## config.mk

```make
export PLATFORM = sky130hd
export DESIGN_NAME = toy_bus_slv_endpoint_flat
export DESIGN_NICKNAME = d
export VERILOG_FILES = /design/src/rtl/toy_bus_slv_endpoint_pkg.sv /design/src/rtl/toy_bus_slv_endpoint_if.sv /design/src/rtl/toy_bus_slv_endpoint_id_fifo.sv /design/src/rtl/toy_bus_slv_endpoint.sv /design/src/flat_wrapper.sv
export SDC_FILE = /design/constraint.sdc
export NUM_CORES = 1
export LEC_CHECK = 0
export ABC_AREA = 1
export CAP_MARGIN = 15
export CORE_MARGIN = 4
export CORE_UTILIZATION = 27
export CTS_CLUSTER_SIZE = 12
export DETAILED_ROUTE_END_ITERATION = 8
export PLACE_DENSITY = 0.9
export SYNTH_ARGS = -nofsm -noshare
export SYNTH_HDL_FRONTEND = slang
export SYNTH_HIERARCHICAL = 1
export SYNTH_SLANG_ARGS = --single-unit
```

## constraint.sdc

```tcl
create_clock -name clk -period 2.1 [get_ports clk]
set_input_delay 0.21 -clock clk [delete_from_list [all_inputs] [get_ports clk]]
set_output_delay 0.21 -clock clk [all_outputs]
set_load 0.05 [all_outputs]
```

## src/rtl/toy_bus_slv_endpoint_pkg.sv

```systemverilog
// rtl/toy_bus_slv_endpoint_pkg.sv - shared bus constants: id width, node ids, opcodes
package toy_bus_slv_endpoint_pkg;

    localparam int BUS_ID_W = 4;

    localparam logic [BUS_ID_W-1:0] NODE_EP  = 4'd5;
    localparam logic [BUS_ID_W-1:0] NODE_DBG = 4'd6;

    localparam logic OP_RD = 1'b0;
    localparam logic OP_WR = 1'b1;

endpackage

```

## src/rtl/toy_bus_slv_endpoint_if.sv

```systemverilog
// rtl/toy_bus_slv_endpoint_if.sv - bus-side and slave-side handshake bundle of the endpoint
interface toy_bus_slv_endpoint_if #(
    parameter int ADDR_W = 32,
    parameter int DATA_W = 32,
    parameter int ID_W   = 4
);
    logic                in0_req_vld;
    logic                in0_req_rdy;
    logic [ADDR_W-1:0]   in0_req_addr;
    logic [DATA_W-1:0]   in0_req_data;
    logic [DATA_W/8-1:0] in0_req_strb;
    logic                in0_req_opcode;
    logic [ID_W-1:0]     in0_req_src_id;
    logic [ID_W-1:0]     in0_req_tgt_id;

    logic                in0_ack_vld;
    logic                in0_ack_rdy;
    logic                in0_ack_opcode;
    logic [DATA_W-1:0]   in0_ack_data;
    logic [ID_W-1:0]     in0_ack_src_id;
    logic [ID_W-1:0]     in0_ack_tgt_id;

    logic                out0_req_vld;
    logic                out0_req_rdy;
    logic [ADDR_W-1:0]   out0_req_addr;
    logic [DATA_W-1:0]   out0_req_data;
    logic [DATA_W/8-1:0] out0_req_strb;
    logic                out0_req_opcode;

    logic                out0_ack_vld;
    logic                out0_ack_rdy;
    logic [DATA_W-1:0]   out0_ack_data;

    modport slave (
        input  in0_req_vld, in0_req_addr, in0_req_data, in0_req_strb,
               in0_req_opcode, in0_req_src_id, in0_req_tgt_id, in0_ack_rdy,
               out0_req_rdy, out0_ack_vld, out0_ack_data,
        output in0_req_rdy, in0_ack_vld, in0_ack_opcode, in0_ack_data,
               in0_ack_src_id, in0_ack_tgt_id,
               out0_req_vld, out0_req_addr, out0_req_data, out0_req_strb,
               out0_req_opcode, out0_ack_rdy
    );

    modport master (
        output in0_req_vld, in0_req_addr, in0_req_data, in0_req_strb,
               in0_req_opcode, in0_req_src_id, in0_req_tgt_id, in0_ack_rdy,
               out0_req_rdy, out0_ack_vld, out0_ack_data,
        input  in0_req_rdy, in0_ack_vld, in0_ack_opcode, in0_ack_data,
               in0_ack_src_id, in0_ack_tgt_id,
               out0_req_vld, out0_req_addr, out0_req_data, out0_req_strb,
               out0_req_opcode, out0_ack_rdy
    );

endinterface

```

## src/rtl/toy_bus_slv_endpoint_id_fifo.sv

```systemverilog
// rtl/toy_bus_slv_endpoint_id_fifo.sv - sync FIFO of {src_id,opcode} tags for outstanding requests
module toy_bus_id_fifo #(
    parameter int WIDTH = 5,
    parameter int DEPTH = 4
) (
    input  logic                         clk,
    input  logic                         rst,
    input  logic                         push,
    input  logic [WIDTH-1:0]             push_data,
    input  logic                         pop,
    output logic [WIDTH-1:0]             pop_data,
    output logic                         full,
    output logic                         empty,
    output logic [$clog2(DEPTH+1)-1:0]   count
);
    localparam int PTR_W = $clog2(DEPTH);
    localparam int CNT_W = $clog2(DEPTH+1);
    localparam logic [CNT_W-1:0] FULL_CNT = CNT_W'(DEPTH);

    logic [WIDTH-1:0] mem [0:DEPTH-1];
    logic [PTR_W-1:0] wr_ptr;
    logic [PTR_W-1:0] rd_ptr;
    logic             do_push;
    logic             do_pop;

    assign full     = (count == FULL_CNT);
    assign empty    = (count == '0);
    assign do_push  = push & ~full;
    assign do_pop   = pop & ~empty;
    assign pop_data = mem[rd_ptr];

    // Depth is a power of two, so the pointers wrap by plain overflow.
    always_ff @(posedge clk) begin
        if (rst) begin
            wr_ptr <= '0;
            rd_ptr <= '0;
            count  <= '0;
        end else begin
            if (do_push) begin
                mem[wr_ptr] <= push_data;
                wr_ptr      <= wr_ptr + PTR_W'(1);
            end
            if (do_pop) begin
                rd_ptr <= rd_ptr + PTR_W'(1);
            end
            case ({do_push, do_pop})
                2'b10:   count <= count + CNT_W'(1);
                2'b01:   count <= count - CNT_W'(1);
                default: count <= count;
            endcase
        end
    end

endmodule

```

## src/rtl/toy_bus_slv_endpoint.sv

```systemverilog
// rtl/toy_bus_slv_endpoint.sv - bus target endpoint with id tracking; TOY_BUS_EP_ACK_SKID_EN adds a 2-entry ack skid
module toy_bus_slv_endpoint
    import toy_bus_slv_endpoint_pkg::*;
#(
    parameter int                  ID_W      = BUS_ID_W,
    parameter logic [ID_W-1:0]     NODE_ID   = NODE_EP,
    parameter int                  OST_DEPTH = 4,
    parameter int                  ADDR_W    = 32,
    parameter int                  DATA_W    = 32
) (
    input  logic                            clk,
    input  logic                            rst,
    toy_bus_slv_endpoint_if.slave           bus,
    output logic [$clog2(OST_DEPTH+1)-1:0]  ost_cnt,
    output logic                            idle
);
    localparam int CNT_W = $clog2(OST_DEPTH+1);
    localparam logic [CNT_W-1:0] FULL_CNT = CNT_W'(OST_DEPTH);

    logic              full;
    logic              req_fire;
    logic              ack_fire;
    logic              ack_vld;
    logic              out0_ack_rdy_w;
    logic [ID_W:0]     ack_id;
    logic [DATA_W-1:0] ack_data;
    logic              fifo_pop;
    logic              fifo_full;
    logic              fifo_empty;
    logic [ID_W:0]     fifo_rd_data;
    logic [CNT_W-1:0]  fifo_count;
    logic              unused_sig;

    // Ready looks only at the registered count; a same-cycle pop never frees a slot early.
    assign full                = (ost_cnt == FULL_CNT);
    assign bus.out0_req_vld    = bus.in0_req_vld & ~full;
    assign bus.in0_req_rdy     = bus.out0_req_rdy & ~full;
    assign bus.out0_req_addr   = bus.in0_req_addr;
    assign bus.out0_req_data   = bus.in0_req_data;
    assign bus.out0_req_strb   = bus.in0_req_strb;
    assign bus.out0_req_opcode = bus.in0_req_opcode;

    assign req_fire = bus.out0_req_vld & bus.out0_req_rdy;
    assign ack_fire = ack_vld & bus.in0_ack_rdy;

    always_ff @(posedge clk) begin
        if (rst) begin
            ost_cnt <= '0;
        end else begin
            case ({req_fire, ack_fire})
                2'b10:   ost_cnt <= ost_cnt + CNT_W'(1);
                2'b01:   ost_cnt <= ost_cnt - CNT_W'(1);
                default: ost_cnt <= ost_cnt;
            endcase
        end
    end

    toy_bus_id_fifo #(
        .WIDTH (ID_W + 1),
        .DEPTH (OST_DEPTH)
    ) u_id_fifo (
        .clk       (clk),
        .rst       (rst),
        .push      (req_fire),
        .push_data ({bus.in0_req_src_id, bus.in0_req_opcode}),
        .pop       (fifo_pop),
        .pop_data  (fifo_rd_data),
        .full      (fifo_full),
        .empty     (fifo_empty),
        .count     (fifo_count)
    );

`ifdef TOY_BUS_EP_ACK_SKID_EN
    logic [1:0]        sk_cnt;
    logic              sk_rd;
    logic              sk_wr;
    logic              sk_load;
    logic              skid_full;
    logic [DATA_W-1:0] sk_data [0:1];
    logic [ID_W:0]     sk_id   [0:1];

    // Tag leaves the FIFO when the slave ack is captured; ost_cnt keeps counting it until the bus takes it.
    assign skid_full      = (sk_cnt == 2'd2);
    assign out0_ack_rdy_w = ~skid_full & ~fifo_empty;
    assign sk_load        = bus.out0_ack_vld & out0_ack_rdy_w;
    assign fifo_pop       = sk_load;
    assign ack_vld        = (sk_cnt != 2'd0);
    assign ack_id         = sk_id[sk_rd];
    assign ack_data       = sk_data[sk_rd];

    always_ff @(posedge clk) begin
        if (rst) begin
            sk_cnt <= 2'd0;
            sk_rd  <= 1'b0;
            sk_wr  <= 1'b0;
        end else begin
            if (sk_load) begin
                sk_data[sk_wr] <= bus.out0_ack_data;
                sk_id[sk_wr]   <= fifo_rd_data;
                sk_wr          <= ~sk_wr;
            end
            if (ack_fire) begin
                sk_rd <= ~sk_rd;
            end
            case ({sk_load, ack_fire})
                2'b10:   sk_cnt <= sk_cnt + 2'd1;
                2'b01:   sk_cnt <= sk_cnt - 2'd1;
                default: sk_cnt <= sk_cnt;
            endcase
        end
    end
`else
    // An ack arriving with no tag outstanding is stalled, never forwarded.
    assign ack_vld        = bus.out0_ack_vld & ~fifo_empty;
    assign out0_ack_rdy_w = bus.in0_ack_rdy & ~fifo_empty;
    assign fifo_pop       = ack_fire;
    assign ack_id         = fifo_rd_data;
    assign ack_data       = bus.out0_ack_data;
`endif

    assign bus.out0_ack_rdy   = out0_ack_rdy_w;
    assign bus.in0_ack_vld    = ack_vld;
    assign bus.in0_ack_opcode = ack_id[0];
    assign bus.in0_ack_tgt_id = ack_id[ID_W:1];
    assign bus.in0_ack_data   = ack_data;
    assign bus.in0_ack_src_id = NODE_ID;

    assign idle = (ost_cnt == '0) & ~ack_vld;

    assign unused_sig = ^{fifo_full, fifo_count, bus.in0_req_tgt_id};

endmodule

```

## src/flat_wrapper.sv

```systemverilog
// flat-port wrapper written by rule: the top's interface ports become plain ports
module toy_bus_slv_endpoint_flat import toy_bus_slv_endpoint_pkg::*;
#(
    parameter int                  ID_W      = BUS_ID_W,
    parameter logic [ID_W-1:0]     NODE_ID   = NODE_EP,
    parameter int                  OST_DEPTH = 4,
    parameter int                  ADDR_W    = 32,
    parameter int                  DATA_W    = 32
)
  (clk, rst, ost_cnt, idle, bus_in0_req_vld, bus_in0_req_addr, bus_in0_req_data, bus_in0_req_strb, bus_in0_req_opcode, bus_in0_req_src_id, bus_in0_req_tgt_id, bus_in0_ack_rdy, bus_out0_req_rdy, bus_out0_ack_vld, bus_out0_ack_data, bus_in0_req_rdy, bus_in0_ack_vld, bus_in0_ack_opcode, bus_in0_ack_data, bus_in0_ack_src_id, bus_in0_ack_tgt_id, bus_out0_req_vld, bus_out0_req_addr, bus_out0_req_data, bus_out0_req_strb, bus_out0_req_opcode, bus_out0_ack_rdy);
  toy_bus_slv_endpoint_if #(.ADDR_W(ADDR_W), .DATA_W(DATA_W), .ID_W(ID_W)) bus_i ();
  input  logic clk;
  input  logic rst;
  output logic [$clog2(OST_DEPTH+1)-1:0] ost_cnt;
  output logic idle;
  input wire logic [$bits(bus_i.in0_req_vld)-1:0] bus_in0_req_vld;
  input wire logic [$bits(bus_i.in0_req_addr)-1:0] bus_in0_req_addr;
  input wire logic [$bits(bus_i.in0_req_data)-1:0] bus_in0_req_data;
  input wire logic [$bits(bus_i.in0_req_strb)-1:0] bus_in0_req_strb;
  input wire logic [$bits(bus_i.in0_req_opcode)-1:0] bus_in0_req_opcode;
  input wire logic [$bits(bus_i.in0_req_src_id)-1:0] bus_in0_req_src_id;
  input wire logic [$bits(bus_i.in0_req_tgt_id)-1:0] bus_in0_req_tgt_id;
  input wire logic [$bits(bus_i.in0_ack_rdy)-1:0] bus_in0_ack_rdy;
  input wire logic [$bits(bus_i.out0_req_rdy)-1:0] bus_out0_req_rdy;
  input wire logic [$bits(bus_i.out0_ack_vld)-1:0] bus_out0_ack_vld;
  input wire logic [$bits(bus_i.out0_ack_data)-1:0] bus_out0_ack_data;
  output wire logic [$bits(bus_i.in0_req_rdy)-1:0] bus_in0_req_rdy;
  output wire logic [$bits(bus_i.in0_ack_vld)-1:0] bus_in0_ack_vld;
  output wire logic [$bits(bus_i.in0_ack_opcode)-1:0] bus_in0_ack_opcode;
  output wire logic [$bits(bus_i.in0_ack_data)-1:0] bus_in0_ack_data;
  output wire logic [$bits(bus_i.in0_ack_src_id)-1:0] bus_in0_ack_src_id;
  output wire logic [$bits(bus_i.in0_ack_tgt_id)-1:0] bus_in0_ack_tgt_id;
  output wire logic [$bits(bus_i.out0_req_vld)-1:0] bus_out0_req_vld;
  output wire logic [$bits(bus_i.out0_req_addr)-1:0] bus_out0_req_addr;
  output wire logic [$bits(bus_i.out0_req_data)-1:0] bus_out0_req_data;
  output wire logic [$bits(bus_i.out0_req_strb)-1:0] bus_out0_req_strb;
  output wire logic [$bits(bus_i.out0_req_opcode)-1:0] bus_out0_req_opcode;
  output wire logic [$bits(bus_i.out0_ack_rdy)-1:0] bus_out0_ack_rdy;
  assign bus_i.in0_req_vld = bus_in0_req_vld;
  assign bus_i.in0_req_addr = bus_in0_req_addr;
  assign bus_i.in0_req_data = bus_in0_req_data;
  assign bus_i.in0_req_strb = bus_in0_req_strb;
  assign bus_i.in0_req_opcode = bus_in0_req_opcode;
  assign bus_i.in0_req_src_id = bus_in0_req_src_id;
  assign bus_i.in0_req_tgt_id = bus_in0_req_tgt_id;
  assign bus_i.in0_ack_rdy = bus_in0_ack_rdy;
  assign bus_i.out0_req_rdy = bus_out0_req_rdy;
  assign bus_i.out0_ack_vld = bus_out0_ack_vld;
  assign bus_i.out0_ack_data = bus_out0_ack_data;
  assign bus_in0_req_rdy = bus_i.in0_req_rdy;
  assign bus_in0_ack_vld = bus_i.in0_ack_vld;
  assign bus_in0_ack_opcode = bus_i.in0_ack_opcode;
  assign bus_in0_ack_data = bus_i.in0_ack_data;
  assign bus_in0_ack_src_id = bus_i.in0_ack_src_id;
  assign bus_in0_ack_tgt_id = bus_i.in0_ack_tgt_id;
  assign bus_out0_req_vld = bus_i.out0_req_vld;
  assign bus_out0_req_addr = bus_i.out0_req_addr;
  assign bus_out0_req_data = bus_i.out0_req_data;
  assign bus_out0_req_strb = bus_i.out0_req_strb;
  assign bus_out0_req_opcode = bus_i.out0_req_opcode;
  assign bus_out0_ack_rdy = bus_i.out0_ack_rdy;
  toy_bus_slv_endpoint #(.ID_W(ID_W), .NODE_ID(NODE_ID), .OST_DEPTH(OST_DEPTH), .ADDR_W(ADDR_W), .DATA_W(DATA_W)) u_core (.clk(clk), .rst(rst), .bus(bus_i), .ost_cnt(ost_cnt), .idle(idle));
endmodule
```

==> reports/qor.yml, run 1 <==
dr.pass1.iters: 4
cp-start-kind: "register"
final_nets: 323
io_buffers: 24
final_cell_mix: "nor2_1, inv_1, buf_4"
worstHoldPathCells: 0
required_ns: 2.29
io_pins: 233
fill_cells: 883
period_needed_ns: 1.93
hold_class: "primary input to output pin"
initial_core_util_pct: 27.8
grt_use_total_pct: 13.3
die_w_um: 100
period_share_pct: 91.9
pre_cts_ws_ns: -0.0655
dieHeight_um: 100
grt-ovfl-total: 0
rsz0062_at_grt: "no"
final.setup_skew_ns: 0.00456
drv_slew: 0
cts_tree: "yes"
first_global_vias: 1360
syn_to_final_growth_pct: -9.81
drt_drc_violations_left: 0
startpoint: "u_core/ost_cnt[0]"
r2r-end: "u_core/u_id_fifo/count[2]"
hold_buffers: 0
vias: 1326
worst_pin_slew_ns: 0.505
ff2ff_setup_slack_ns: 0.17
maxCapViolCount: 0
outcome: "complete, no violations"
fmax_ghz: 0.518
wl_met3_um: 1680
setup_viol: 0
cp.arrival_ns: 2.12
endpoint: "u_core/u_id_fifo/count[2]"
hold_violations: 0
die_area_sq_um: 10000
routed.top_layer: "met4"
grt_pass1_wl_um: 9250
cts.path.max_buffers: 2
cts_resized: 0
timing.slew.headroom_pct: 66.2
routed_via_density: 4.33
synth_cells: 262
cts_max_level: 2
cts_buffers: 5
insertion_delay_ns: 0.28
place.detailed.hpwl_um: 6020
cts_setup_buffers: 0
cts-root-buf: "clkbuf_8"
drt-wirelength-per-cell_um: 22.4
dr_wl_met2_um: 3190
grt_max_degree: 12
path_clk_slew_ns: 0.07
worst_setup_path_end_kind: "register"
antennaDiodeCount: 0
synth_warnings: 6
drtIter0Drc: 22
coreArea_sq_um: 8260
wl_met1_um: 1940
crit_type: "register to register"
power.leakage_uw: 0.000847
layout_commonest_cell: "nor2_1"
postLayoutCoreUtil_pct: 25.1
drive_gt1_share_pct: 26.4
power.density_nw_per_um2: 779
syn_avg_cell_area_sq_um: 8.76
gp_congestion: 0.719
row_count: 33
ff2ff_path_depth: 12
ir_drop_mv: 0.328
setup_ws_ns: 0.169
worst-path-max-fanout: 6
cts.sinks: 32
ant_nets: 0
syn_area_sq_um: 2290
totalWireLength_um: 6860
antenna_found_initial: 0
rr_startpoint: "u_core/ost_cnt[0]"
sequential cells by signal, summed over array words and instances (netlist names), named ones only:
name                     cells
u_core/u_id_fifo/mem        20
u_core/u_id_fifo/rd_ptr      2
u_core/ost_cnt               3
u_core/u_id_fifo/count       3
u_core/u_id_fifo/wr_ptr      2
layer usage:
layer | up-vias | global-route usage, %
li1 | 594 | -
met1 | 593 | 10.9
met2 | 130 | 20.9
met3 | 9 | 15.6
met4 | 0 | 2.90
met5 | - | 0
area by class of cell:
class | count | area, sq um | area share, %
Clock buffer | 5 | 68.8 | 3.33
Clock inverter | 3 | 42.5 | 2.06
Inverter | 32 | 121 | 5.86
Multi-Input combinational cell | 94 | 561 | 27.1
Sequential cell | 32 | 850 | 41.1
Tap cell | 105 | 131 | 6.35
Timing Repair Buffer | 35 | 295 | 14.3
power by group:
group	internal, uW	switching [uW]
Combinational	107	210
Sequential	690	22.0
Clock	351	233
worst max-delay path, cell delays in order (launching register included):
cell and delay (ns):
dfxtp_2 0.36, nor3_2 0.29, nor2_4 0.06, nand2_2 0.08
inv_2 0.07, nand2_1 0.07, ha_1 0.17, inv_2 0.05
fa_1 0.37, nand2_1 0.10, nand4_1 0.10, nand2_1 0.07
nor2_1 0.04
how the worst min path moves through the flow:
| stage | to | from | slack, ns |
|---|---|---|---|
| floorplan | u_core/u_id_fifo/mem[0][0] | bus_in0_req_opcode | 0.31 |
| global placement | bus_out0_req_addr[24] | bus_in0_req_addr[24] | 0.42 |
| detailed placement | bus_out0_req_addr[24] | bus_in0_req_addr[24] | 0.42 |
| CTS | bus_out0_req_addr[24] | bus_in0_req_addr[24] | 0.42 |
| global route | bus_in0_ack_data[11] | bus_out0_ack_data[11] | 0.42 |
| finish | bus_in0_ack_data[11] | bus_out0_ack_data[11] | 0.42 |
stage by stage:
stage | cells | total power (uW) | cell area, sq um | hold WS (ns) | setup TNS [ns]
finish | 306 | 1610 | 2070 | 0.420 | 0
floorplan | 264 | 1460 | 2320 | 0.309 | 0
detailed placement | 298 | 1040 | 1950 | 0.420 | -0.102
global route | 306 | 1690 | 2070 | 0.420 | 0
CTS | 306 | 1630 | 2060 | 0.420 | 0
global placement | 298 | 1030 | 1950 | 0.420 | -0.0179
Power figures use the tool's default switching activity.
==> run 2, diff against run 1 <==
Settings changed: PLACE_DENSITY 0.9 to 0.8.
==> run 2 against run 1 <==
Effect of this change:
- wire length fell by 16%
- combinational power about the same
- clock skew is 0.0010 ns higher
- global-route usage fell by 2.2 points
- clock power about the same
- setup slack gained 0.041 ns
- die area did not move
- maximum frequency up 2.2%
- critical path depth is 2 higher
- design area shrank 0.24%
- register-to-register slack better by 0.04 ns
==> reports/qor.yml, run 2 (synthesis results as in run 1) <==
layout_commonest_cell: "nor2_1"
setup_viol: 0
dieHeight_um: 100
drt_drc_violations_left: 0
worst-path-max-fanout: 6
initial_core_util_pct: 27.8
antennaDiodeCount: 0
ir_drop_mv: 0.385
grt_use_total_pct: 11.1
internal_power_uw: 1150
syn_to_final_growth_pct: -10.0
clkPwrFrac_pct: 36.1
p_seq_share_pct: 44.3
rsz0062_at_grt: "no"
period_share_pct: 90.0
cp-start-kind: "register"
vias: 1309
insertion_delay_ns: 0.28
coreArea_sq_um: 8260
cts_tree: "yes"
grt-ovfl-total: 0
place.detailed.hpwl_um: 4950
drtIter0Drc: 37
cts_setup_buffers: 0
die_w_um: 100
drv_slew: 0
sw_frac_of_total_pct: 28.6
top_regs: "u_core/u_id_fifo/mem x20, u_core/ost_cnt x3, u_core/u_id_fifo/count x3"
fmax_ghz: 0.529
cp.arrival_ns: 2.08
grt_pass1_wl_um: 8050
maxCapViolCount: 0
drt-wirelength-per-cell_um: 19.0
post-place-cells: 296
antenna_found_initial: 0
row_count: 33
final_cell_mix: "nor2_1, inv_1, buf_4, edfxtp_1, nand2_1"
final_nets: 321
max_flop_register: "u_core/u_id_fifo/mem"
cts_buffers: 5
p_comb_share_pct: 19.6
routed_via_density: 4.31
path_clk_slew_ns: 0.07
cts.path.max_buffers: 2
hold_violations: 0
required_ns: 2.29
timing.slew.headroom_pct: 66.2
cts-root-buf: "clkbuf_8"
outcome: "complete, no violations"
worst_pin_slew_ns: 0.505
final.setup_skew_ns: 0.00555
ant_nets: 0
dr.pass1.iters: 4
drive_gt1_share_pct: 27.6
hold_ws_ns: 0.420
crit_type: "register to register"
first_global_vias: 1327
hold_class: "primary input to output pin"
largest_reg_flops: 20
grt_max_degree: 12
io_buffers: 24
worst_setup_path_end_kind: "register"
power.density_nw_per_um2: 779
die_area_sq_um: 10000
cts_max_level: 2
cts.sinks: 32
totalWireLength_um: 5780
p_sw_uw: 460
io_pins: 233
power.leakage_uw: 0.000835
period_needed_ns: 1.89
gp_congestion: 0.683
stdcell_count: 304
fill_cells: 888
-- run 2: power groups by stage --
stage / registers [uW] / clock network [uW] / logic [uW]
3_5_place_dp: 724 / 0 / 313
3_3_place_gp: 723 / 0 / 305
4_1_cts: 711 / 599 / 314
5_1_grt: 715 / 627 / 344
2_1_floorplan: 740 / 0 / 715
6_report: 711 / 581 / 315
-- run 2: what timing repair did --
action / 4_1_cts / 5_1_grt
endpoints found under the hold margin: 0 / 0
hold buffers: 0 / 0
setup endpoints to repair: 0 / 2
gates resized for setup: 0 / 7
-- run 2: metrics by stage --
step	cell area [sq um]	setup slack [ns]	TNS, ns	utilization (%)	power (uW)
after floorplan	2320	0.0438	0	-	1460
after global placement	1940	-0.00694	-0.0122	23.4	1030
after detailed placement	1940	-0.0868	-0.152	23.4	1040
after CTS	2050	0.0233	0	24.8	1620
after global routing	2060	0.0454	0	25.0	1690
final	2060	0.210	0	25.0	1610
-- run 2: path summary, 6_finish.rpt --
path | start | endpoint | slack (ns) | cells after the start
setup reg to reg | u_core/ost_cnt[0] | u_core/u_id_fifo/count[2] | 0.21 | 14
hold / removal | bus_out0_ack_data[15] | bus_in0_ack_data[15] | 0.42 | 0
setup / recovery | u_core/ost_cnt[0] | u_core/u_id_fifo/count[2] | 0.21 | 14
hold reg to reg | u_core/u_id_fifo/count[0] | u_core/u_id_fifo/count[0] | 0.44 | 1
-- run 2: layout make-up --
type                    count  area, sq um  area share (%)
multi-input cells          94          571            27.6
flip-flops and latches     32          850            41.2
clock inverters             3         42.5            2.06
clock buffers               5         68.8            3.33
inverters                  32          121            5.88
well taps                 105          131            6.36
repair buffers             33          280            13.6
-- run 2: layer usage --
| metal | GRT usage, % | part of all wire (%) |
|---|---|---|
| met5 | 3.59 | 0.74 |
| met4 | 5.49 | 3.7 |
| met3 | 10.8 | 23 |
| met2 | 18.1 | 47 |
| met1 | 8.41 | 26 |
-- run 2: critical path: stages (launching register included) --
cell and delay (ns):
dfxtp_2 0.36, nor3_2 0.31, nor2_4 0.05, nand2_2 0.08, inv_2 0.04, nand2_1 0.06, ha_2 0.18, inv_2 0.05
fa_2 0.35, inv_1 0.07, nand2_1 0.06, nand3_1 0.07, nand2_1 0.05, inv_1 0.05, nor2_1 0.03
